**config.mk**
```make
export PLATFORM = sky130hd
export DESIGN_NAME = serial_adder
export DESIGN_NICKNAME = d
export VERILOG_FILES = /design/src/rtl/serial_adder.sv
export SDC_FILE = /design/constraint.sdc
export NUM_CORES = 1
export LEC_CHECK = 0
export BUFFER_PORTS_ARGS = -buffer_cell sky130_fd_sc_hd__buf_2
export CAP_MARGIN = 20
export CORE_MARGIN = 5
export CORE_UTILIZATION = 54
export CTS_CLUSTER_DIAMETER = 80
export CTS_CLUSTER_SIZE = 20
export DETAILED_ROUTE_END_ITERATION = 6
export PLACE_DENSITY = 0.86
export SYNTH_ARGS = -nofsm -noshare
export SYNTH_HDL_FRONTEND = slang
export SYNTH_SLANG_ARGS = --single-unit
```
**constraint.sdc**
```tcl
create_clock -name clk -period 1.51 [get_ports clk]
set_input_delay 0.2265 -clock clk [delete_from_list [all_inputs] [get_ports clk]]
set_output_delay 0.2265 -clock clk [all_outputs]
set_load 0.01 [all_outputs]
```
**src/rtl/serial_adder.sv**
```systemverilog
// Bit-serial WIDTH-bit adder: one full-adder stage with a registered carry,
// LSB-first, one bit per clock, result published with a one-cycle done pulse.
module serial_adder #(
  parameter int WIDTH = 8
) (
  input  logic             clk,
  input  logic             rst_n,
  input  logic             start,
  input  logic [WIDTH-1:0] a,
  input  logic [WIDTH-1:0] b,
  input  logic             cin,
  output logic             busy,
  output logic             done,
  output logic [WIDTH-1:0] sum,
  output logic             cout
);

  localparam int CW = $clog2(WIDTH + 1);

  typedef enum logic {IDLE, RUN} state_t;

  state_t           r_state;
  logic [WIDTH-1:0] r_a_sh;
  logic [WIDTH-1:0] r_b_sh;
  logic [WIDTH-1:0] r_r_sh;
  logic             r_carry;
  logic [CW-1:0]    r_cnt;

  logic             w_bit;
  logic             w_carry;
  logic [WIDTH-1:0] w_r_next;
  logic             w_last;

  // One-bit full-adder stage fed from the operand LSBs and the carry loop.
  assign w_bit   = r_a_sh[0] ^ r_b_sh[0] ^ r_carry;
  assign w_carry = (r_a_sh[0] & r_b_sh[0]) | (r_b_sh[0] & r_carry) | (r_carry & r_a_sh[0]);
  assign w_last  = (r_cnt == CW'(WIDTH - 1));

  generate
    if (WIDTH == 1) begin : g_r_one
      assign w_r_next = w_bit;
    end else begin : g_r_multi
      assign w_r_next = {w_bit, r_r_sh[WIDTH-1:1]};
    end
  endgenerate

  // NOTE: every register here, datapath included, is cleared by rst_n so a
  // reset mid-operation leaves no stale partial result behind.
  always_ff @(posedge clk or negedge rst_n) begin
    if (!rst_n) begin
      r_state <= IDLE;
      r_a_sh  <= '0;
      r_b_sh  <= '0;
      r_r_sh  <= '0;
      r_carry <= 1'b0;
      r_cnt   <= '0;
      busy    <= 1'b0;
      done    <= 1'b0;
      sum     <= '0;
      cout    <= 1'b0;
    end else begin
      // NOTE: non-blocking assignments so every register samples pre-edge
      // values; the shift, carry and completion logic depend on that.
      done <= 1'b0;
      unique case (r_state)
        IDLE: begin
          if (start) begin
            r_a_sh  <= a;
            r_b_sh  <= b;
            r_carry <= cin;
            r_cnt   <= '0;
            busy    <= 1'b1;
            r_state <= RUN;
          end
        end
        RUN: begin
          r_a_sh  <= r_a_sh >> 1;
          r_b_sh  <= r_b_sh >> 1;
          r_r_sh  <= w_r_next;
          r_carry <= w_carry;
          r_cnt   <= r_cnt + CW'(1);
          if (w_last) begin
            sum     <= w_r_next;
            cout    <= w_carry;
            done    <= 1'b1;
            busy    <= 1'b0;
            r_state <= IDLE;
          end
        end
        default: r_state <= IDLE;
      endcase
    end
  end

endmodule

```
==> run summary <==
The tools report the placeable core region as 3000 um2. The DRC violations left was 0. The library cell used as clock root buffer is sky130_fd_sc_hd__clkbuf_4. The critical path goes through ha_1 -> nand4b_4 -> mux2_2.

The tools report the count of filler cells inserted in the layout as 243. The number of max-slew violations in the final report is 0. The maximum resistive drop on vdd came out at 0.000950 V. The first TritonRoute pass finished after 4 iterations.

The commonest register cell after synthesis is sky130_fd_sc_hd__dfrtp_1. The worst clock skew came out at 0.00602 ns. Counting flops with a built-in enable in the synthesized netlist gives 0. From synthesis to final layout, the design area changed by 16.7%. Measured along the y axis, the die boundary spans 65.7 um.

The endpoint class of the critical path is a flip-flop. Setup repair after global routing left no endpoint under its margin. The xor-xnor portion of the synthesized cell area was 0.0105. For the post-synthesis cell area, the log shows 1680 um2. The average instance in the mapped netlist occupies 12.9 um2. CTS built an H-tree with a depth of 2.

Proportion of netlist area held by the largest area contributor: 0.597. The top cell type by total area after synthesis was sky130_fd_sc_hd__dfrtp_1. For the worst slack after detailed placement, the log shows 0.130 ns.

The full die area was 4320 um2. Once detail routing completed, the nets flagged for antenna violations numbered 0. Summed over all layers, the routed wires come to 2890 um. The clock insertion delay at the later pin of the skew report is 0.34 ns, and the leakage power total is 1.01 nW.

The share of cells above drive strength 1 is 0.365, and the number of standard cells in the final layout excluding fillers is 200. The post-synthesis async set-or-reset flop share was 1.00. Library cell contributing the largest single delay on the critical path: sky130_fd_sc_hd__dfrtp_1. The flow ran to the end, and the final reports show no timing, DRC or antenna violations.

Entering global routing, the biggest net connects 41 pins. Post-CTS timing repair inserted 0 buffers for setup. The instance count of the mapped netlist was 130. The overall die width is 65.7 um, and the flip-flop and latch count after synthesis is 40.

Summing all placed instances gives a cell area of 1880 um2. The run gives 1000 um2 as the area of all sequential standard cells. Portion of netlist area occupied by mux cells: 0.215.

In the routed layout, each cell is associated on average with a via count of 5.41. After routing the design area is 1950 um2. The final-report setup violation count is 0, and the arithmetic-cell share of the synthesized area counting full adders, half adders and majority gates is 0.0194. Most instantiated library cell after synthesis: sky130_fd_sc_hd__dfrtp_1.

The clock buffer count from CTS is 5, and the summed negative setup slack over all endpoints is 0 ns. The sequential cell area fraction in the yosys report was 0.597. The initialized floorplan defines 20 standard-cell rows. Count of yosys warnings during synthesis: 0.

For the worst setup path, the data required time is 1.75 ns. The logs give 0 for the number of antenna violations at the first check in global routing and 0.136 ns for the worst-case setup margin in the final layout. The number of cells upsized or downsized after cts was 0.

Clock tree synthesis found a total of 40 sinks. The simple logic cell fraction of the synthesized area works out to 0.0680. The count of input and output buffers is 30, and the number of hold violations in the final report is 0. The tools report the initial cell density of the core as 0.558. Yosys mapped the design onto 20 distinct sky130hd cell types. For the maximum clock insertion buffer count, the log shows 2. The top-level I/O count was 31. The main combinational cell family by area after synthesis is multiplexers. Final-stage net count: 188. After synthesis, the cell types taking the most area are sky130_fd_sc_hd__dfrtp_1 60%, sky130_fd_sc_hd__mux2i_1 11%, sky130_fd_sc_hd__mux2_2 11%. The multi-input combinational cells in the finished layout cover a total of 637 um2. The number of antenna diodes in the final layout is 0. Compound-cell area share of the yosys netlist: 0.0672. TritonCTS built the clock tree. The cts-stage hold buffer count came out at 1. The worst max-slew margin expressed relative to the limit is 0.682. The shortest clock period the worst path allows after layout is 1.37 ns. The total instance count after detailed placement is 191.

The worst path arrival time was 1.61 ns. Along the worst path, the maximum fanout reaches 10. The global-route wire length before repair was 4970 um.

The tools report the global-route usage over all layers as 0.153. The transition time of the tightest slew-check pin works out to 0.478 ns. For this run, the slowest stage of the critical path takes 0.43 ns.

Global-route congestion overflow total: 0. The post-route fraction of the period consumed by the critical path is 0.910, and the weighted congestion at the end of routability-driven global placement is 0.792. The path class of the tightest hold or removal check is input port to flip-flop. Summed over all nets, the half-perimeter wirelength after detailed placement is 2130 um. After detailed routing, the average wire length per cell comes to 14.5 um.

The detailed-route via count was 1,081. The clock-pin slew on the worst setup and hold paths is 0.11 ns. The violation count after the first detailed-routing iteration was 29.

Number of max-capacitance violations reported: 0. The achievable frequency was 728 MHz. STA classifies the critical path startpoint as a flip-flop.

By count the netlist is led by 40 x sky130_fd_sc_hd__dfrtp_1, 18 x sky130_fd_sc_hd__mux2i_1, 16 x sky130_fd_sc_hd__mux2_2, 16 x sky130_fd_sc_hd__nand2_1, 16 x sky130_fd_sc_hd__o21ai_0. Synthesis produced a netlist with a net count of 152. The setup path with the least slack is of type flip-flop to flip-flop. The cell area power density came out at 1810 nW/um2.

The via count of the first global-routing pass came out at 1,154.
[area by class of cell]
| class | instances | share of cell area |
|---|---|---|
| clock inverters | 2 | 0.00512 |
| multi-input cells | 82 | 0.326 |
| clock buffers | 6 | 0.0262 |
| inverters | 1 | 0.00192 |
| repair buffers | 36 | 0.108 |
| flip-flops and latches | 40 | 0.512 |
| well taps | 33 | 0.0211 |
[power by group]
group | total [W] | internal, W | switching (W)
Clock | 0.000550 | 0.000222 | 0.000329
Combinational | 0.00123 | 0.000648 | 0.000582
Sequential | 0.00176 | 0.00149 | 0.000273
[state kept, by name, summed over array words and instances (netlist names)]
signal / cells
cout: 1
r_a_sh: 8
r_state: 1
r_b_sh: 8
r_r_sh: 7
sum: 8
r_cnt: 4
done: 1
busy: 1
r_carry: 1
[critical path, delay by kind of cell, from the launching register on]
kind | cells | cell delay (ns)
DFF | 1 | 0.43
muxes | 1 | 0.36
adders and majority gates | 1 | 0.28
and+or+nand+nor | 1 | 0.20
[worst paths after layout]
kind | from | end | slack, ns | depth (start not counted)
max in group asynchronous | rst_n | r_b_sh[2] | 0.72 | 3
worst min register to register | r_a_sh[6] | r_a_sh[5] | 0.50 | 2
worst min-delay path | b[7] | r_b_sh[7] | 0.13 | 3
worst max-delay path | r_cnt[0] | sum[3] | 0.14 | 3
min in group asynchronous | rst_n | r_r_sh[5] | 0.46 | 3
worst max register to register | r_cnt[0] | sum[3] | 0.14 | 3
[per-stage QoR]
| step | hold WS (ns) | util | power [W] |
|---|---|---|---|
| floorplan | -0.0691 | - | 0.00262 |
| global placement | 0.297 | 0.627 | 0.00292 |
| detailed placement | 0.305 | 0.627 | 0.00304 |
| CTS | 0.116 | 0.651 | 0.00358 |
| global route | 0.112 | 0.651 | 0.00382 |
| finish | 0.126 | 0.651 | 0.00354 |
[layer usage]
metal	GRT usage	vias up	part of all wire
li1	-	519	-
met3	0.0667	4	0.055
met1	0.157	528	0.42
met4	0.0544	0	0.0090
met5	0	-	0
met2	0.274	30	0.51
[placed cells by master, fill, tap and decap left out]
master	count
sky130_fd_sc_hd__a21oi_1	1
sky130_fd_sc_hd__a22o_1	2
sky130_fd_sc_hd__a22o_2	1
sky130_fd_sc_hd__buf_12	1
sky130_fd_sc_hd__buf_2	30
sky130_fd_sc_hd__buf_4	4
sky130_fd_sc_hd__clkbuf_4	5
sky130_fd_sc_hd__clkbuf_8	1
sky130_fd_sc_hd__clkinv_2	2
sky130_fd_sc_hd__dfrtp_1	40
sky130_fd_sc_hd__dlygate4sd3_1	1
sky130_fd_sc_hd__fa_1	1
sky130_fd_sc_hd__ha_1	1
sky130_fd_sc_hd__inv_1	1
sky130_fd_sc_hd__mux2_2	16
sky130_fd_sc_hd__mux2i_1	18
sky130_fd_sc_hd__nand2_1	16
sky130_fd_sc_hd__nand2b_1	1
sky130_fd_sc_hd__nand3_1	1
sky130_fd_sc_hd__nand4b_4	1
sky130_fd_sc_hd__nor2_1	5
sky130_fd_sc_hd__o21ai_0	16
sky130_fd_sc_hd__xnor2_1	1
sky130_fd_sc_hd__xor2_1	1
[cells by family after synthesis]
| group | count (synthesis) |
|---|---|
| buffers and inverters | 8 |
| multiplexers | 34 |
| XOR/XNOR | 2 |
| adder cells (fa/ha/maj) | 2 |
| AND/OR/NAND/NOR | 24 |
| flip-flops | 40 |
| AO/OA/AOI/OAI | 20 |
No activity file was read; power rests on OpenSTA's default activity.
